**src/rtl/wave_gen_osc.sv**
```systemverilog
// Sample-rate oscillator voice: phase accumulator, pulse/saw/triangle shapes, linear envelope.
// Optional noise source (16-bit Galois LFSR on mode 3) enabled by defining WAVE_GEN_OSC_NOISE_EN.
module wave_gen_osc #(
    parameter int ACC_W = 24,
    parameter int IDX_W = 6,
    parameter int OUT_W = 16,
    parameter int AMP_W = 8
) (
    input  logic                    clk,
    input  logic                    rst,
    input  logic                    sample_en,
    input  logic [ACC_W-1:0]        tune_word,
    input  logic [1:0]              mode,
    input  logic [IDX_W-1:0]        duty,
    input  logic                    gate,
    input  logic [AMP_W-1:0]        amp,
    output logic signed [OUT_W-1:0] music_o,
    output logic                    music_valid
);

    localparam int S = OUT_W - IDX_W;
    localparam logic signed [OUT_W-1:0] P_FS = {1'b0, {(OUT_W-1){1'b1}}};
    localparam logic signed [OUT_W-1:0] N_FS = {1'b1, {(OUT_W-2){1'b0}}, 1'b1};

    logic [ACC_W-1:0]        r_phase;
    logic [AMP_W-1:0]        r_env;
    logic                    r_gateQ;
    logic [1:0]              r_mode1;
    logic [IDX_W-1:0]        r_duty1;
    logic                    r_v1;

    logic signed [OUT_W-1:0] r_raw;
    logic [AMP_W-1:0]        r_env2;
    logic                    r_v2;

    logic [AMP_W-1:0]        w_envNext;
    logic [IDX_W-1:0]        w_idx;
    logic [IDX_W-1:0]        w_t;
    logic signed [OUT_W-1:0] w_saw;
    logic signed [OUT_W-1:0] w_tri;
    logic signed [OUT_W-1:0] w_noise;
    logic signed [OUT_W-1:0] w_raw;
    logic signed [OUT_W+AMP_W-1:0] w_prod;

    always_comb begin
        w_envNext = r_env;
        if (gate) begin
            if (r_env < amp) begin
                w_envNext = r_env + 1'b1;
            end else if (r_env > amp) begin
                w_envNext = r_env - 1'b1;
            end
        end else if (r_env != '0) begin
            w_envNext = r_env - 1'b1;
        end
    end

    // Stage 1: a gate rising edge at a strobe restarts the phase instead of advancing it.
    always_ff @(posedge clk) begin
        if (rst) begin
            r_phase <= '0;
            r_env   <= '0;
            r_gateQ <= 1'b0;
            r_mode1 <= '0;
            r_duty1 <= '0;
            r_v1    <= 1'b0;
        end else begin
            r_v1 <= sample_en;
            if (sample_en) begin
                r_phase <= (gate && !r_gateQ) ? '0 : r_phase + tune_word;
                r_gateQ <= gate;
                r_env   <= w_envNext;
                r_mode1 <= mode;
                r_duty1 <= duty;
            end
        end
    end

`ifdef WAVE_GEN_OSC_NOISE_EN
    logic [15:0]       r_lfsr;
    logic [15:0]       w_lfsrNext;
    logic [OUT_W+15:0] w_noiseWide;

    assign w_lfsrNext  = r_lfsr[0] ? ((r_lfsr >> 1) ^ 16'hB400) : (r_lfsr >> 1);
    assign w_noiseWide = {r_lfsr, {OUT_W{1'b0}}};
    assign w_noise     = OUT_W'(w_noiseWide >> 16);

    always_ff @(posedge clk) begin
        if (rst) begin
            r_lfsr <= 16'hACE1;
        end else if (sample_en) begin
            r_lfsr <= w_lfsrNext;
        end
    end
`else
    assign w_noise = '0;
`endif

    // (x - H) << S is just x with its MSB inverted, left-aligned into the sample word.
    assign w_idx = r_phase[ACC_W-1 -: IDX_W];
    assign w_t   = w_idx[IDX_W-1] ? {~w_idx[IDX_W-2:0], 1'b0} : {w_idx[IDX_W-2:0], 1'b0};
    assign w_saw = {~w_idx[IDX_W-1], w_idx[IDX_W-2:0], {S{1'b0}}};
    assign w_tri = {~w_t[IDX_W-1], w_t[IDX_W-2:0], {S{1'b0}}};

    always_comb begin
        w_raw = '0;
        case (r_mode1)
            2'd0:    w_raw = (w_idx < r_duty1) ? P_FS : N_FS;
            2'd1:    w_raw = w_saw;
            2'd2:    w_raw = w_tri;
            default: w_raw = w_noise;
        endcase
    end

    always_ff @(posedge clk) begin
        if (rst) begin
            r_raw  <= '0;
            r_env2 <= '0;
            r_v2   <= 1'b0;
        end else begin
            r_v2 <= r_v1;
            if (r_v1) begin
                r_raw  <= w_raw;
                r_env2 <= r_env;
            end
        end
    end

    assign w_prod = $signed({{AMP_W{r_raw[OUT_W-1]}}, r_raw}) * $signed({{OUT_W{1'b0}}, r_env2});

    // Stage 3: the arithmetic shift floors the scaled sample; magnitude always fits OUT_W.
    always_ff @(posedge clk) begin
        if (rst) begin
            music_o     <= '0;
            music_valid <= 1'b0;
        end else begin
            music_valid <= r_v2;
            if (r_v2) begin
                music_o <= OUT_W'(w_prod >>> AMP_W);
            end
        end
    end

endmodule
```
**config.mk**
```make
export PLATFORM = sky130hd
export DESIGN_NAME = wave_gen_osc
export DESIGN_NICKNAME = d
export VERILOG_FILES = /design/src/rtl/wave_gen_osc.sv
export SDC_FILE = /design/constraint.sdc
export NUM_CORES = 1
export LEC_CHECK = 0
export CORE_ASPECT_RATIO = 0.6
export CORE_UTILIZATION = 25
export DETAILED_ROUTE_END_ITERATION = 10
export PLACE_DENSITY = 0.45
export SETUP_SLACK_MARGIN = 0.3
export SLEW_MARGIN = 20
export SYNTH_ARGS = -nofsm -noshare
export SYNTH_HDL_FRONTEND = slang
export SYNTH_SLANG_ARGS = --single-unit
export TNS_END_PERCENT = 50
```
**constraint.sdc**
```tcl
create_clock -name clk -period 8.9 [get_ports clk]
set_clock_uncertainty 0.15 [all_clocks]
set_input_delay 2.225 -clock clk [delete_from_list [all_inputs] [get_ports clk]]
set_output_delay 2.225 -clock clk [all_outputs]
set_load 0.005 [all_outputs]
```
==> results.md, run 1 <==
* Status: completed
* Clock tree buffer depth at 2
* Period utilization at 65.67%
* Yosys warning count at 0
* DIE AREA at ~0.032 sq mm
* Multiplexer share of the synthesized area at under 10%
* Maximum vdd drop at approximately 83 uV
* Vert. Die Dim at about 140 um
* Endpoints failing setup at 0
* CP Capture Type: flip-flop
* PD cells at roughly 130 mW/mm^2
* Post-route DRC at 0
* CTS Buf Count at 9
* Synth Net Count at 1128
* Post-synthesis simple-gate area fraction at between 10% and 20%
* Post-synthesis xor/xnor area fraction at 7.334%
* # nets final at around 1200
* Multi-input combinational cell area at approximately 0.0057 sq mm
* Total Routed Length at a little under 20000 um
* # clock sinks at 76
* Total number of vias at 6064
* Top-count cell post-synth: inv_1
* Main flop type after synthesis: dfxtp_1
* Synth async-reset ratio at 0%
* Syn Inst Count at about 930
* IO Port Bufs at 60
* Initial antenna violation count at 0
* Max Cap Violations at 0
* FF+latch area at between 0.0015 and 0.002 sq mm
* Routed wire length per instance at around 14 um
* Max Fanout on Critical Path at 11
* Antenna Nets Post-Route at 0
* Clk slew on worst S/H paths at roughly 0.07 ns
* Actual slew at the worst max-slew pin at about 0.66 ns
* CP max stage delay at between 0.6 and 0.7 ns
* Distinct cell type count after synthesis at 65
* Initial Util at between 20% and 30%
* Crit path max-delay family: adder cells
* First-pass GRT wire length at between 30000 and 40000 um
* Final std cells w/o fill at ~1400
* Top-area cell type share of the netlist area at around a fifth
* Pre-Repair DR Iteration Count at 5
* Num ports at 61
* Total GRT Usage at between 10% and 20%
* Crit path launch type: flip-flop
* Syn avg cell area at ~8.5 sq um
* Largest cells by area after synthesis: dfxtp_1, fa_1, ha_1, inv_1, xnor2_1
* Vias in the first global route at ~6200
* Fill count at 3197
* Synth top cells by count: inv_1, ha_1, dfxtp_1
* Ant. Diodes at 0
* Mapped Area at 0.007881 sq mm
* Tmin final at 5.844 ns
* # rows at 49
* Post-synth EDFFs at 0
* Largest net degree at the start of global routing at 52
* Hold-fix buffer count after cts at 0
* Clk Latency, worst-skew pair at around 0.36 ns
* WP buf/inv at 3
* Slowest-stage cell, CP: fa_1
* Compound-cell area share of the yosys netlist at 14.11%
* Final hold vios at 0
* Post_cts resized at 0
* DR vias/cell at 4.394
* DP Worst Slack at 3.071 ns
* Sum Neg Setup Slack at 0 ns
* Post-Synth Adder-Cell Area at between 30% and 40%
* Sequential share of the synthesized area at 19.30%
* Placeable Area at between 0.03 and 0.04 sq mm
* Leak at roughly 4.4 nW
* CP Cell Sequence: xor2_1, and2_1, ha_1, nor2_1, inv_1, fa_1, inv_1, fa_1, inv_1, fa_1, ha_1, nor4_1, o21ai_1, a31oi_1, o21ai_1, a41o_1, o31ai_1, xnor2_1, a211oi_1
* DP Cell Count at around 1400
* Critical Path RT at roughly 9 ns
* Total gr overflow at 0
* Postcts setup bufs at 0
* Synth area leader: dfxtp_1
* CTS tree: done
* Area Overhead vs Synth at 16.81%
* DR iter-0 viols at a little over 400
* Root Buffer: clkbuf_16
* Slew margin rel. at between 50% and 60%
* Type of the worst setup path: reg -> reg
* Achievable Freq at 171.1 MHz
* FF+latch count, synth at 76
* Max-slew violation count at 0
* Share of cells above drive strength 1 at about 3.0%
* Final GP Congestion at 0.8377
* Placed wire-length estimate at 15580 um
* Die span in x at between 200 and 250 um
* Pwr Total at 0.001190 W
* Largest family of logic cells by synthesized area: adder cells
* RSZ-0062 raised after global routing: false
* CP Data Arrival Time at 5.96 ns
* Tightest Hold Check Type: reg -> reg
* CTS H-tree depth at 3
* Final WS setup at about 3 ns
-- layer usage --
metal	share of wire [%]	global-route usage, %	wire [um]	vias up
met5	0	0	0	-
met4	1.0	2.335	194	0
met3	3.6	3.156	690	10
met2	36	17.29	7037	89
met1	59	21.03	11460	2799
li1	-	-	-	3166
-- power breakdown --
| part | internal [W] | leakage [nW] | switching [W] | total (W) |
|---|---|---|---|---|
| Combinational | 0.000160 | 3.67 | 0.000172 | 0.000332 |
| Sequential | 0.000371 | 0.621 | 0.0000629 | 0.000434 |
| Clock | 0.000254 | 0.155 | 0.000170 | 0.000424 |
-- placed cells by master, fill, tap and decap left out, drive strengths merged, types with 10 or more instances in the layout --
cell,n
a21o,26
a21oi,48
and2,36
clkbuf,10
clkdlybuf4s50,59
dfxtp,76
fa,62
ha,91
inv,125
mux2i,28
nand2,73
nand2b,16
nor2,66
nor2b,26
o21ai,33
xnor2,34
xor2,32
-- metrics by stage --
stage / instance area, sq um / util (%) / hold slack [ns]
after floorplan: 7881 / - / 0.2791
after global placement: 8882 / 29.15 / 0.2920
after detailed placement: 8882 / 29.15 / 0.2963
after CTS: 9206 / 30.21 / 0.3131
after global routing: 9206 / 30.21 / 0.3408
final: 9206 / 30.21 / 0.3109
-- flip-flops by register name (all words and copies together) (netlist names) --
register	cells
r_phase	24
music_o	16
r_env2	8
r_env	8
r_raw	8
r_duty1	6
r_mode1	2
music_valid	1
r_gateQ	1
r_v1	1
r_v2	1
-- worst paths after layout --
check	cells past startpoint	slack, ns	end	from
setup / recovery	19	3.06	music_o[15]	r_env2[1]
hold / removal	2	0.31	r_phase[15]	r_phase[15]
setup reg to reg	19	3.06	music_o[15]	r_env2[1]
hold reg to reg	2	0.31	r_phase[15]	r_phase[15]
-- kinds of logic after synthesis --
kind of cell	Yosys count
AO/OA/AOI/OAI	171
buffers and inverters	164
adder cells (fa/ha/maj)	153
AND/OR/NAND/NOR	268
multiplexers	33
flip-flops	76
XOR/XNOR	66
-- worst min-delay path, cell delays in order (launching register included) --
cell and delay, ns:
dfxtp_1 0.33, nand2_1 0.05, nand3_1 0.05
-- cell type report --
type                    instances  area share (%)
flip-flops and latches         76           16.53
multi-input cells             691           62.39
well taps                     408           5.545
repair buffers                 66           6.958
clock inverters                 5          0.9242
inverters                     124           5.056
clock buffers                  10           2.596
No activity file was read; power rests on OpenSTA's default activity.
==> inputs of run 2 (changes only) <==
--- a/config.mk
+++ b/config.mk
@@ -8,7 +8,7 @@
 export CORE_ASPECT_RATIO = 0.6
 export CORE_UTILIZATION = 25
 export DETAILED_ROUTE_END_ITERATION = 10
-export PLACE_DENSITY = 0.45
+export PLACE_DENSITY = 0.46
 export SETUP_SLACK_MARGIN = 0.3
 export SLEW_MARGIN = 20
 export SYNTH_ARGS = -nofsm -noshare
==> constraint.sdc (replaced) <==
create_clock -name clk -period 5.35 [get_ports clk]
set_clock_uncertainty 0.15 [all_clocks]
set_input_delay 1.3375 -clock clk [delete_from_list [all_inputs] [get_ports clk]]
set_output_delay 1.3375 -clock clk [all_outputs]
set_load 0.005 [all_outputs]
==> run 2 against run 1 <==
  * Clock power is 59% higher
  * Setup slack got worse by 2.6 ns
  * Critical path type unchanged
  * Sequential share of layout area shrank 0.40 points
  * Maximum frequency is 19% higher
  * Critical endpoint unchanged
  * Highest routed layer unchanged
  * Global-route usage increased by 0.34 points
  * Combinational power up 77%
  * First-iteration DRC count is 17% lower
==> results.md, run 2 (synthesis gave the netlist of run 1 again) <==
* Status: completed
* Clock group share of total power at 34.0%
* Final std cells w/o fill at between 1000 and 1500
* WHS Endpoint: r_phase[14]
* DR vias/cell at 4.450
* Hold-fix buffer count after cts at 0
* Area Overhead vs Synth at 23.35%
* Flop2flop setup slack at approximately 0.44 ns
* Final hold vios at 0
* Routed wire length per instance at roughly 14 um
* Actual slew at the worst max-slew pin at between 0.6 and 0.7 ns
* DP Worst Slack at around 0.03 ns
* Fill count at around 3200
* FF-to-FF Start: r_env2[2]
* Total Routed Length at ~20000 um
* Die span in x at between 200 and 250 um
* Total gr overflow at 0
* Flop pwr share at about 36%
* Logic gate share of total power at between 20% and 30%
* DP Cell Count at 1382
* Antenna Nets Post-Route at 0
* Pre-Repair DR Iteration Count at 5
* # rows at 49
* Net switching power at 0.0007069 W
* Crit path launch type: flip-flop
* CP Data Arrival Time at around 5.0 ns
* Placed wire-length estimate at roughly 16000 um
* Total number of vias at 6297
* Internal power at roughly 0.0013 W
* Worst hold start: r_phase[14]
* Final Util at a little under a third
* Reg2Reg Depth at 20
* Num ports at slightly above 60
* CTS Buf Count at 9
* PD cells at just over 200 mW/mm^2
* Tightest Hold Check Type: reg -> reg
* CTS tree: done
* Most frequent cells in the layout: inv_1, ha_1, nand2_1
* DR iter-0 viols at between 300 and 400
* Initial Util at about a quarter
* Largest net degree at the start of global routing at 54
* Net Sw Frac at 35.65%
* Final GP Congestion at 0.7991
* CTS H-tree depth at 3
* Critical Path RT at around 5.5 ns
* Total GRT Usage at 13.49%
* DIE AREA at ~0.032 sq mm
* Tmin final at between 4 and 5 ns
* Clk Latency, worst-skew pair at about 0.37 ns
* # nets final at roughly 1200
* Clk slew on worst S/H paths at 0.07 ns
* Largest reg by FF count: r_phase
* CP Capture Type: flip-flop
* Placeable Area at 0.03047 sq mm
* Max Cap Violations at 0
* # clock sinks at between 70 and 80
* Type of the worst setup path: reg -> reg
* Pwr Total at approximately 0.0020 W
* Final WS setup at 0.4414 ns
* Period utilization at 91.75%
* Maximum vdd drop at ~160 uV
* First-pass GRT wire length at approximately 34000 um
* Max-slew violation count at 0
* Sum Neg Setup Slack at 0 ns
* RSZ-0062 raised after global routing: true
* Initial antenna violation count at 0
* IO Port Bufs at 60
* Post-route DRC at 0
* Max reg flops at 24
* Reg-to-reg critical path endpoint: music_o[15]
* Vert. Die Dim at 139.5 um
* Max Fanout on Critical Path at 3
* Share of cells above drive strength 1 at between 10% and 20%
* Achievable Freq at 203.7 MHz
* Endpoints failing setup at 0
* Ant. Diodes at 0
* Root Buffer: clkbuf_16
* Largest registers: r_phase: 24 flops, music_o: 16 flops
* Commonest non-fill, non-tap cell in the layout: inv_1
* Clock tree buffer depth at 2
* Hold depth at 2
* Leak at roughly 4.6 nW
* Slew margin rel. at 53.49%
* Vias in the first global route at approximately 6300
==> run 2: area by class of cell <==
cell class | count | area (sq um) | share of cell area (%)
inverters | 124 | 465.4 | 4.788
clock inverters | 7 | 82.58 | 0.8494
well taps | 408 | 510.5 | 5.251
flip-flops and latches | 76 | 1568 | 16.13
clock buffers | 9 | 225.2 | 2.317
repair buffers | 100 | 928.4 | 9.550
multi-input cells | 691 | 5942 | 61.12
==> run 2: worst max-delay path by stage <==
stage	startpoint	end	slack [ns]	cells after the start
2_1_floorplan	r_env2[1]	music_o[15]	0.31	20
3_3_place_gp	r_raw[9]	music_o[15]	0.14	18
3_5_place_dp	r_env2[1]	music_o[15]	0.03	19
4_1_cts	r_env2[2]	music_o[14]	0.31	17
5_1_grt	r_env2[4]	music_o[14]	0.25	19
6_report	r_env2[2]	music_o[15]	0.44	20
==> run 2: what timing repair did <==
action | 4_1_cts | 5_1_grt
pin swaps | 4 | 32
setup endpoints to repair | 8 | 10
buffers inserted | 1 | 15
gates resized for setup | 14 | 58
cloned | 0 | 1
==> run 2: critical path: stages, from the launching register on <==
cell      delay (ns)
dfxtp_4         0.36
xor2_2          0.18
and2_4          0.18
ha_1            0.20
nor2_2          0.16
inv_2           0.06
fa_1            0.53
inv_2           0.05
fa_1            0.52
inv_1           0.05
fa_1            0.47
ha_1            0.30
o211ai_1        0.12
nand2_2         0.11
a31oi_4         0.30
o21ai_4         0.12
a41o_1          0.27
buf_4           0.15
o31ai_2         0.20
xnor2_1         0.10
a211oi_1        0.23
==> run 2: through the flow <==
| step | hold WS, ns | instance area (sq um) |
|---|---|---|
| finish | 0.3131 | 9722 |
| floorplan | 0.2791 | 7889 |
| global route | 0.3471 | 9722 |
| CTS | 0.3149 | 9395 |
| detailed placement | 0.2974 | 9016 |
| global placement | 0.2953 | 9016 |
==> run 2: power by group through the flow <==
stage          Clock (W)  Sequential (W)  Combinational, W
3_5_place_dp           0        0.000731          0.000565
3_3_place_gp           0        0.000730          0.000563
4_1_cts         0.000710        0.000718          0.000572
2_1_floorplan          0        0.000672          0.000445
6_report        0.000675        0.000719          0.000589
5_1_grt         0.000723        0.000730          0.000674
==> run 2: per-layer routing <==
metal / global-route usage (%) / share of wire (%)
met4: 2.788 / 0.88
met3: 3.012 / 4.4
met2: 17.98 / 38
met5: 0 / 0
met1: 21.38 / 57
